<file path="config.mk">
export PLATFORM = sky130hd
export DESIGN_NAME = axi_lite_rr_master_arbiter_flat
export DESIGN_NICKNAME = d
export VERILOG_FILES = /design/src/rtl/axi_lite_rr_master_arbiter_if.sv /design/src/rtl/axi_lite_rr_master_arbiter.sv /design/src/flat_wrapper.sv
export SDC_FILE = /design/constraint.sdc
export NUM_CORES = 1
export LEC_CHECK = 0
export CAP_MARGIN = 25
export CELL_PAD_IN_SITES_DETAIL_PLACEMENT = 0
export CELL_PAD_IN_SITES_GLOBAL_PLACEMENT = 1
export CORE_MARGIN = 2
export CORE_UTILIZATION = 31
export DETAILED_ROUTE_END_ITERATION = 7
export PLACE_DENSITY = 0.92
export SYNTH_ARGS = -nofsm -noshare
export SYNTH_HDL_FRONTEND = slang
export SYNTH_SLANG_ARGS = --single-unit
export TNS_END_PERCENT = 50
</file>
<file path="constraint.sdc">
create_clock -name ACLK -period 4 [get_ports ACLK]
set_input_delay 0.8 -clock ACLK [delete_from_list [all_inputs] [get_ports ACLK]]
set_output_delay 0.8 -clock ACLK [all_outputs]
set_load 0.02 [all_outputs]
</file>
<file path="src/rtl/axi_lite_rr_master_arbiter_if.sv">
`default_nettype none
// ============================================================================
// Module   : axi_lite_rr_master_arbiter_if
// Brief    : AXI4-Lite bus bundle between the arbiter (master) and a slave.
// Revision : 1.0 - initial release
// ============================================================================
interface axi_lite_rr_master_arbiter_if #(
    parameter int ADDR_WIDTH = 8,
    parameter int DATA_WIDTH = 32
) ();
    logic                      AWVALID;
    logic                      AWREADY;
    logic [ADDR_WIDTH-1:0]     AWADDR;
    logic                      WVALID;
    logic                      WREADY;
    logic [DATA_WIDTH-1:0]     WDATA;
    logic [DATA_WIDTH/8-1:0]   WSTRB;
    logic                      BVALID;
    logic                      BREADY;
    logic [1:0]                BRESP;
    logic                      ARVALID;
    logic                      ARREADY;
    logic [ADDR_WIDTH-1:0]     ARADDR;
    logic                      RVALID;
    logic                      RREADY;
    logic [DATA_WIDTH-1:0]     RDATA;
    logic [1:0]                RRESP;

    modport master (
        output AWVALID, AWADDR, WVALID, WDATA, WSTRB, BREADY, ARVALID, ARADDR, RREADY,
        input  AWREADY, WREADY, BVALID, BRESP, ARREADY, RVALID, RDATA, RRESP
    );

    modport slave (
        input  AWVALID, AWADDR, WVALID, WDATA, WSTRB, BREADY, ARVALID, ARADDR, RREADY,
        output AWREADY, WREADY, BVALID, BRESP, ARREADY, RVALID, RDATA, RRESP
    );
endinterface
`default_nettype wire

</file>
<file path="src/rtl/axi_lite_rr_master_arbiter.sv">
`default_nettype none
// ============================================================================
// Module   : axi_lite_rr_master_arbiter
// Brief    : Round-robin arbiter sharing one AXI4-Lite master port among
//            NUM_REQ command/response requesters, one transaction in flight.
//            Define AXI_ARB_FIXED_PRIO_EN for fixed lowest-index priority.
// Revision : 1.0 - initial release
// ============================================================================
module axi_lite_rr_master_arbiter #(
    parameter int ADDR_WIDTH = 8,
    parameter int DATA_WIDTH = 32,
    parameter int NUM_REQ    = 2
) (
    input  wire                            ACLK,
    input  wire                            ARESET,
    input  wire  [NUM_REQ-1:0]             req_valid,
    output logic [NUM_REQ-1:0]             req_ready,
    input  wire  [NUM_REQ-1:0]             req_write,
    input  wire  [NUM_REQ*ADDR_WIDTH-1:0]  req_addr,
    input  wire  [NUM_REQ*DATA_WIDTH-1:0]  req_wdata,
    input  wire  [NUM_REQ*DATA_WIDTH/8-1:0] req_wstrb,
    output logic [NUM_REQ-1:0]             rsp_valid,
    output logic [DATA_WIDTH-1:0]          rsp_rdata,
    output logic [1:0]                     rsp_resp,
    axi_lite_rr_master_arbiter_if.master   m_axi
);

    localparam int GW = (NUM_REQ > 1) ? $clog2(NUM_REQ) : 1;
    localparam int SW = DATA_WIDTH / 8;

    typedef enum logic [2:0] {
        S_IDLE    = 3'd0,
        S_WR_ADDR = 3'd1,
        S_WR_RESP = 3'd2,
        S_RD_ADDR = 3'd3,
        S_RD_DATA = 3'd4
    } state_t;

    state_t                  r_state;
    logic [GW-1:0]           r_grant;
    logic                    r_awvalid;
    logic                    r_wvalid;
    logic                    r_bready;
    logic                    r_arvalid;
    logic                    r_rready;
    logic [ADDR_WIDTH-1:0]   r_awaddr;
    logic [ADDR_WIDTH-1:0]   r_araddr;
    logic [DATA_WIDTH-1:0]   r_wdata;
    logic [SW-1:0]           r_wstrb;
    logic [NUM_REQ-1:0]      r_rsp_valid;
    logic [DATA_WIDTH-1:0]   r_rsp_rdata;
    logic [1:0]              r_rsp_resp;

    logic [GW-1:0]           w_base;
    logic [GW-1:0]           w_grant;
    logic                    w_grant_vld;

    // Requester index k positions above base, wrapping at NUM_REQ.
    function automatic logic [GW-1:0] f_rr_index(input logic [GW-1:0] base, input int k);
        int s;
        s = int'(base) + k;
        if (s >= NUM_REQ) s = s - NUM_REQ;
        return GW'(s);
    endfunction

`ifdef AXI_ARB_FIXED_PRIO_EN
    assign w_base = '0;
`else
    logic [GW-1:0] r_rr_ptr;
    assign w_base = r_rr_ptr;
`endif

    // Scan downward so the candidate closest to the base is the last writer.
    always_comb begin
        w_grant     = '0;
        w_grant_vld = 1'b0;
        for (int k = NUM_REQ - 1; k >= 0; k--) begin
            if (req_valid[f_rr_index(w_base, k)]) begin
                w_grant     = f_rr_index(w_base, k);
                w_grant_vld = 1'b1;
            end
        end
    end

    assign req_ready = (r_state == S_IDLE && w_grant_vld && !ARESET)
                     ? (NUM_REQ'(1) << w_grant) : '0;

    always_ff @(posedge ACLK) begin
        if (ARESET) begin
            r_state     <= S_IDLE;
            r_grant     <= '0;
            r_awvalid   <= 1'b0;
            r_wvalid    <= 1'b0;
            r_bready    <= 1'b0;
            r_arvalid   <= 1'b0;
            r_rready    <= 1'b0;
            r_awaddr    <= '0;
            r_araddr    <= '0;
            r_wdata     <= '0;
            r_wstrb     <= '0;
            r_rsp_valid <= '0;
            r_rsp_rdata <= '0;
            r_rsp_resp  <= '0;
`ifndef AXI_ARB_FIXED_PRIO_EN
            r_rr_ptr    <= '0;
`endif
        end else begin
            r_rsp_valid <= '0;
            case (r_state)
                S_IDLE: begin
                    if (w_grant_vld) begin
                        r_grant <= w_grant;
`ifndef AXI_ARB_FIXED_PRIO_EN
                        r_rr_ptr <= f_rr_index(w_grant, 1);
`endif
                        if (req_write[w_grant]) begin
                            r_awaddr  <= req_addr[int'(w_grant)*ADDR_WIDTH +: ADDR_WIDTH];
                            r_wdata   <= req_wdata[int'(w_grant)*DATA_WIDTH +: DATA_WIDTH];
                            r_wstrb   <= req_wstrb[int'(w_grant)*SW +: SW];
                            r_awvalid <= 1'b1;
                            r_wvalid  <= 1'b1;
                            r_state   <= S_WR_ADDR;
                        end else begin
                            r_araddr  <= req_addr[int'(w_grant)*ADDR_WIDTH +: ADDR_WIDTH];
                            r_arvalid <= 1'b1;
                            r_state   <= S_RD_ADDR;
                        end
                    end
                end
                S_WR_ADDR: begin
                    // AW and W complete independently; B is awaited once both are done.
                    if (m_axi.AWREADY) r_awvalid <= 1'b0;
                    if (m_axi.WREADY)  r_wvalid  <= 1'b0;
                    if ((!r_awvalid || m_axi.AWREADY) && (!r_wvalid || m_axi.WREADY)) begin
                        r_bready <= 1'b1;
                        r_state  <= S_WR_RESP;
                    end
                end
                S_WR_RESP: begin
                    if (m_axi.BVALID) begin
                        r_rsp_resp  <= m_axi.BRESP;
                        r_rsp_valid <= NUM_REQ'(1) << r_grant;
                        r_bready    <= 1'b0;
                        r_state     <= S_IDLE;
                    end
                end
                S_RD_ADDR: begin
                    if (m_axi.ARREADY) begin
                        r_arvalid <= 1'b0;
                        r_rready  <= 1'b1;
                        r_state   <= S_RD_DATA;
                    end
                end
                S_RD_DATA: begin
                    if (m_axi.RVALID) begin
                        r_rsp_rdata <= m_axi.RDATA;
                        r_rsp_resp  <= m_axi.RRESP;
                        r_rsp_valid <= NUM_REQ'(1) << r_grant;
                        r_rready    <= 1'b0;
                        r_state     <= S_IDLE;
                    end
                end
                default: r_state <= S_IDLE;
            endcase
        end
    end

    assign m_axi.AWVALID = r_awvalid;
    assign m_axi.AWADDR  = r_awaddr;
    assign m_axi.WVALID  = r_wvalid;
    assign m_axi.WDATA   = r_wdata;
    assign m_axi.WSTRB   = r_wstrb;
    assign m_axi.BREADY  = r_bready;
    assign m_axi.ARVALID = r_arvalid;
    assign m_axi.ARADDR  = r_araddr;
    assign m_axi.RREADY  = r_rready;

    assign rsp_valid = r_rsp_valid;
    assign rsp_rdata = r_rsp_rdata;
    assign rsp_resp  = r_rsp_resp;

endmodule
`default_nettype wire

</file>
<file path="src/flat_wrapper.sv">
// flat-port wrapper written by rule: the top's interface ports become plain ports
module axi_lite_rr_master_arbiter_flat 
#(
    parameter int ADDR_WIDTH = 8,
    parameter int DATA_WIDTH = 32,
    parameter int NUM_REQ    = 2
)
  (ACLK, ARESET, req_valid, req_ready, req_write, req_addr, req_wdata, req_wstrb, rsp_valid, rsp_rdata, rsp_resp, m_axi_AWVALID, m_axi_AWADDR, m_axi_WVALID, m_axi_WDATA, m_axi_WSTRB, m_axi_BREADY, m_axi_ARVALID, m_axi_ARADDR, m_axi_RREADY, m_axi_AWREADY, m_axi_WREADY, m_axi_BVALID, m_axi_BRESP, m_axi_ARREADY, m_axi_RVALID, m_axi_RDATA, m_axi_RRESP);
  axi_lite_rr_master_arbiter_if #(.ADDR_WIDTH(ADDR_WIDTH), .DATA_WIDTH(DATA_WIDTH)) m_axi_i ();
  input  wire ACLK;
  input  wire ARESET;
  input  wire  [NUM_REQ-1:0] req_valid;
  output logic [NUM_REQ-1:0] req_ready;
  input  wire  [NUM_REQ-1:0] req_write;
  input  wire  [NUM_REQ*ADDR_WIDTH-1:0] req_addr;
  input  wire  [NUM_REQ*DATA_WIDTH-1:0] req_wdata;
  input  wire  [NUM_REQ*DATA_WIDTH/8-1:0] req_wstrb;
  output logic [NUM_REQ-1:0] rsp_valid;
  output logic [DATA_WIDTH-1:0] rsp_rdata;
  output logic [1:0] rsp_resp;
  output wire logic [$bits(m_axi_i.AWVALID)-1:0] m_axi_AWVALID;
  output wire logic [$bits(m_axi_i.AWADDR)-1:0] m_axi_AWADDR;
  output wire logic [$bits(m_axi_i.WVALID)-1:0] m_axi_WVALID;
  output wire logic [$bits(m_axi_i.WDATA)-1:0] m_axi_WDATA;
  output wire logic [$bits(m_axi_i.WSTRB)-1:0] m_axi_WSTRB;
  output wire logic [$bits(m_axi_i.BREADY)-1:0] m_axi_BREADY;
  output wire logic [$bits(m_axi_i.ARVALID)-1:0] m_axi_ARVALID;
  output wire logic [$bits(m_axi_i.ARADDR)-1:0] m_axi_ARADDR;
  output wire logic [$bits(m_axi_i.RREADY)-1:0] m_axi_RREADY;
  input wire logic [$bits(m_axi_i.AWREADY)-1:0] m_axi_AWREADY;
  input wire logic [$bits(m_axi_i.WREADY)-1:0] m_axi_WREADY;
  input wire logic [$bits(m_axi_i.BVALID)-1:0] m_axi_BVALID;
  input wire logic [$bits(m_axi_i.BRESP)-1:0] m_axi_BRESP;
  input wire logic [$bits(m_axi_i.ARREADY)-1:0] m_axi_ARREADY;
  input wire logic [$bits(m_axi_i.RVALID)-1:0] m_axi_RVALID;
  input wire logic [$bits(m_axi_i.RDATA)-1:0] m_axi_RDATA;
  input wire logic [$bits(m_axi_i.RRESP)-1:0] m_axi_RRESP;
  assign m_axi_AWVALID = m_axi_i.AWVALID;
  assign m_axi_AWADDR = m_axi_i.AWADDR;
  assign m_axi_WVALID = m_axi_i.WVALID;
  assign m_axi_WDATA = m_axi_i.WDATA;
  assign m_axi_WSTRB = m_axi_i.WSTRB;
  assign m_axi_BREADY = m_axi_i.BREADY;
  assign m_axi_ARVALID = m_axi_i.ARVALID;
  assign m_axi_ARADDR = m_axi_i.ARADDR;
  assign m_axi_RREADY = m_axi_i.RREADY;
  assign m_axi_i.AWREADY = m_axi_AWREADY;
  assign m_axi_i.WREADY = m_axi_WREADY;
  assign m_axi_i.BVALID = m_axi_BVALID;
  assign m_axi_i.BRESP = m_axi_BRESP;
  assign m_axi_i.ARREADY = m_axi_ARREADY;
  assign m_axi_i.RVALID = m_axi_RVALID;
  assign m_axi_i.RDATA = m_axi_RDATA;
  assign m_axi_i.RRESP = m_axi_RRESP;
  axi_lite_rr_master_arbiter #(.ADDR_WIDTH(ADDR_WIDTH), .DATA_WIDTH(DATA_WIDTH), .NUM_REQ(NUM_REQ)) u_core (.ACLK(ACLK), .ARESET(ARESET), .req_valid(req_valid), .req_ready(req_ready), .req_write(req_write), .req_addr(req_addr), .req_wdata(req_wdata), .req_wstrb(req_wstrb), .rsp_valid(rsp_valid), .rsp_rdata(rsp_rdata), .rsp_resp(rsp_resp), .m_axi(m_axi_i));
endmodule
</file>
* After elaboration in Yosys (flattened, before gate mapping)
Index checks and enable logic that the tools add are counted.
Word-level totals: register bits after elaboration 98
Cells by class: $add $sub $neg 5, magnitude comparators 6, eq/ne operators 13, shift operators 5, multiplexer cells 43, bitwise logic cells 1, reductions and logical operators 25
Operators with widths (number):
- $shiftx A64 B7 Y32 | 1
- $mux W1 | 24
- $shiftx A16 B5 Y8 | 1
- $mux W3 | 5
- $pmux W3 S5 | 1
- $reduce_and A3 Y1 | 5
- $ne A2 B2 Y1 const B | 7
- $mux W2 | 6
- $reduce_and A4 Y1 | 3
- $pmux W1 S2 | 5
- $reduce_bool A2 Y1 | 5
- $pmux W2 S2 | 2
- $shiftx A8 B4 Y4 | 1
- $eq A3 B2 Y1 const B | 2
- $lt A1 B2 Y1 const B | 3
- $reduce_and A5 Y1 | 1
- $add A1 B1 Y2 const B | 2
- $ge A2 B2 Y1 const B | 2
- $ne A2 B1 Y1 const B | 2
- $reduce_and A2 Y1 | 2
- $shl A1 B1 Y2 const A | 2
- $eq A3 B1 Y1 const B | 1
- $eq A3 B3 Y1 const B | 1
- $logic_and A1 B1 Y1 | 3
- other kinds (6) | 11

* Longest topological paths before layout
depth after elaboration 12, mapped depth 7

* Least setup slack after synthesis
No wires, ideal clock.
path type input-to-output, start point in req_valid[0], end point out req_ready[0], arrival time 1967 ps, required time 3200 ps, setup slack 1233 ps, stages 5, path buffers 2, cells stage by stage nor2b_1 -> clkbuf_1 -> clkbuf_1 -> nor2_1 -> nor3_1
On the way: word-level cells in the longest chain between the ends 7, elaborated cells on any way between the ends 12, those cells by class shift: 1; mux: 9; reduce/logical: 2
RTL lines:
- start, declared | RTL line flat_wrapper.sv:12 | input wire [NUM_REQ-1:0] req_valid;
- $mux W1 (not written as such) (2 in a row) | RTL line axi_lite_rr_master_arbiter.sv:78 | if (req_valid[f_rr_index(w_base, k)]) begin
- $mux W1 (2 in a row) | RTL line axi_lite_rr_master_arbiter.sv:78
- $logic_and A1 B1 Y1 (2 in a row) | RTL line axi_lite_rr_master_arbiter.sv:85 | assign req_ready = (r_state == S_IDLE && w_grant_vld && !ARESET)
- $mux W2 (*) | RTL line axi_lite_rr_master_arbiter.sv:86 | ? (NUM_REQ'(1) << w_grant) : '0;
- end, declared | RTL line flat_wrapper.sv:13 | output logic [NUM_REQ-1:0] req_ready;
Every way passes the cells marked *; elsewhere a longest branch is shown, timed or not. The select of a mux whose other input is x is not followed.

* Worst setup path in the final report
Ends and elaborated chain as after synthesis.

==> summary.md <==
| Metric | Value |
|---|---|
| Run status | `finished, final reports clean` |
| CTS Sinks | `98` |
| Fmax | `approximately 300 MHz` |
| Final WL | `between 10,000 and 15,000 µm` |
| Critical path destination | `req_ready[0]` |
| Final Max Slew Viols | `0` |
| Clock-pin slew on the worst setup and hold paths | `0.07 ns` |
| DP Area | `between 0.006 and 0.007 mm²` |
| Placer congestion estimate | `just over 0.8` |
| Final setup fails | `0` |
| FF+latch count, synth | `98` |
| Final instance area | `~0.0073 mm²` |
| CTS tree | `done` |
| FF-to-FF End | `u_core.m_axi.WDATA[3]$_SDFFE_PP0P_` |
| I/O pin count | `230` |
| Mapped Area | `approximately 0.0046 mm²` |
| # nets final | `882` |
| Number of synthesized flops with an enable pin | `0` |
| Grt ovf | `0` |
| Cell mode on critical path | `clkdlybuf4s50_1` |
| Crit-path cells | `clkdlybuf4s50_1 -> nor2b_2 -> nor2_1 -> nor3_1 -> clkdlybuf4s50_1` |
| Fillcell total | `approximately 1,400` |
| CTS Root Cell | `clkbuf_16` |
| Synth warn | `0` |
| Rel. slew slack | `53.3%` |
| Max clock buf depth | `2` |
| Final Skew | `roughly 0.0054 ns` |
| CP peak stage delay | `~0.67 ns` |
| Synth area leader | `dfxtp_1` |
| Crit path depth | `5` |
| H-tree levels | `3` |
| Main flop type after synthesis | `dfxtp_1` |
| Core area | `0.0145 mm²` |
| Max stage delay cell, worst path | `clkdlybuf4s50_1` |
| Largest net degree at the start of global routing | `76` |
| Critical path data required time | `around 3.2 ns` |
| Num CTS Buffers | `9` |
| DR iter-0 viols | `approximately 240` |
| Fin cells | `936` |
| Avg WL per Cell | `approximately 15 µm` |
| Place WS | `around 0.70 ns` |
| Final HPWL DP | `9770 µm` |
| Post-cts repair resize count | `0` |
| Critical Path Start Type | `input port` |
| DRC Markers | `0` |
| First-pass DRT Iterations | `4` |
| Area grow syn2layout | `57.8%` |
| Fin crit share | `around 83%` |
| Die height | `around 130 µm` |
| RSZ-0062 raised after global routing | `no` |
| Critical path data arrival time | `around 2.5 ns` |
| Post-Syn Nets | `approximately 680` |
| Most area-consuming cells after synthesis | `dfxtp_1 43%, a21oi_1 8.3%, mux2_1 7.3%, nand2_1 5.9%, nor2b_1 5.0%` |
| Sum of negative setup slack | `0 ns` |
| Share of post-route cells with drive strength above 1 | `under 10%` |
| Yosys top cell area share | `roughly 43%` |
| Highest-count cells in the layout ignoring fill and taps | `227 x clkdlybuf4s50_1, 98 x dfxtp_1, 77 x a21oi_1, 72 x nand2_1, 39 x o21ai_0` |
| ANT nets after route | `0` |
| Min Tclk post-route | `about 3.3 ns` |
| Buf/Inv on CP | `2` |
| CP Max Fanout | `5` |
| Most common cell after layout, fill and taps aside | `clkdlybuf4s50_1` |
| Post-Syn Area per Cell | `between 8 and 9 µm²` |
| Ant. Diodes | `0` |
| Via Count | `roughly 4,500` |
| Hold Path Class | `reg2reg` |
| Library cells used by synthesis | `40` |
| Horiz. Die Dim | `126 µm` |
| Worst Setup SP | `req_valid[0]` |
| Row count | `44` |
| Sequential share of the synthesized area | `42.5%` |
| First-pass GRT wire length | `22,800 µm` |
| Crit Path Class | `in2out` |
| Final core area utilization | `roughly half` |
| R2R Setup Slk | `approximately 1.6 ns` |
| Vias per inst | `approximately 4.8` |
| Hold_buf cts | `0` |
| Cells on worst reg2reg path | `6` |
| Leakage power | `about 2.7 nW` |
| Initial core utilization | `a little under a third` |
| Clk Latency, worst-skew pair | `between 0.3 and 0.4 ns` |
| Port bufs | `229` |
| Slack of the critical path | `~0.69 ns` |
| Tot GR Track Use | `between 10% and 20%` |
| Final Hold Viols | `0` |
| Die footprint | `around 0.016 mm²` |
| Post-Synthesis Cells | `548` |
| CP endpoint kind | `output pin` |
| Initial antenna violation count | `0` |
| Async S/R FF share, synth | `0%` |
| FF-to-FF Start | `u_core.r_rr_ptr$_SDFFE_PP0P_` |
| Placed Instances | `between 900 and 1,000` |
| Postcts setup bufs | `0` |
| WHS Path Cells | `2` |
| Power Density | `364 mW/mm²` |
| Max-cap violations | `0` |
| Peak supply drop | `roughly 0.20 mV` |
| Top delay family on crit path | `buffers and inverters` |
| Worst-Margin Slew | `around 0.70 ns` |
| Number of global-route vias before repair | `between 4,000 and 5,000` |
==> cell type report <==
type	count	area (µm²)	area share (%)
multi-input cells	395	2410	33.1
repair buffers	238	2370	32.6
flip-flops and latches	98	1960	26.9
well taps	184	230	3.16
clock buffers	9	225	3.09
clock inverters	7	62.6	0.859
inverters	5	18.8	0.258
==> cell usage after synthesis (2+ instances only) <==
cell type,count
a21boi_0,8
nor2b_1,37
nor3_1,2
mux2_1,30
dfxtp_1,98
clkbuf_1,35
nand2_1,72
nand3_1,38
mux2i_1,19
o21bai_1,8
o21ai_0,39
mux2_2,6
nor2_1,7
inv_1,5
a21oi_1,77
and3_1,8
a211oi_1,3
nand3b_1,2
a221oi_1,2
buf_4,2
nand2b_1,20
buf_2,9
o31ai_1,2
buf_6,3
==> layer usage <==
metal | routed length (µm) | GRT usage, % | part of all wire (%)
met1 | 6090 | 21.2 | 43
met2 | 6470 | 29.3 | 46
met3 | 1080 | 6.03 | 7.7
met4 | 387 | 6.98 | 2.8
met5 | 0 | 0 | 0
==> logic make-up (layout without fill, tap and decap cells) <==
| group | count (synthesis) | count (layout) | synth area share (%) |
|---|---|---|---|
| AOI/OAI and AO/OA | 145 | 145 | 17.5 |
| DFF | 98 | 98 | 42.5 |
| and+or+nand+nor | 195 | 195 | 21.7 |
| buffers and inverters | 55 | 259 | 5.37 |
| muxes | 55 | 55 | 12.9 |
==> per-stage QoR <==
stage	power (mW)	hold slack, ns
final	2.65	0.453
after global routing	2.80	0.472
after CTS	2.70	0.456
after detailed placement	1.83	0.446
after global placement	1.82	0.436
after floorplan	1.49	0.414
==> worst min-delay path: stages (launching register included) <==
cell	delay, ns
dfxtp_1	0.31
nand2_1	0.05
a21oi_1	0.05
==> power breakdown <==
part	total (mW)	switching, mW	internal, mW
combinational	0.700	0.334	0.366
sequential	1.10	0.0498	1.05
clock	0.848	0.413	0.435
==> flip-flops by register name, indices dropped and copies added, names as in the netlist, 2 cells and up <==
signal	flops
u_core.m_axi.AWADDR	8
u_core.rsp_resp	2
u_core.r_state	3
u_core.rsp_rdata	32
u_core.m_axi.ARADDR	8
u_core.m_axi.WSTRB	4
u_core.m_axi.WDATA	32
u_core.rsp_valid	2
==> worst min path at each step <==
stage | startpoint | slack, ns | to
floorplan | u_core.r_grant$_SDFFE_PP0P_ | 0.41 | u_core.rsp_valid[0]$_SDFF_PP0_
global placement | u_core.m_axi.ARVALID$_SDFFE_PP0P_ | 0.44 | u_core.m_axi.ARVALID$_SDFFE_PP0P_
detailed placement | u_core.rsp_rdata[8]$_SDFFE_PP0P_ | 0.45 | u_core.rsp_rdata[8]$_SDFFE_PP0P_
CTS | u_core.rsp_rdata[8]$_SDFFE_PP0P_ | 0.46 | u_core.rsp_rdata[8]$_SDFFE_PP0P_
global route | u_core.rsp_rdata[12]$_SDFFE_PP0P_ | 0.47 | u_core.rsp_rdata[12]$_SDFFE_PP0P_
finish | u_core.m_axi.RREADY$_SDFFE_PP0P_ | 0.45 | u_core.m_axi.RREADY$_SDFFE_PP0P_
No activity file was read; power rests on OpenSTA's default activity.
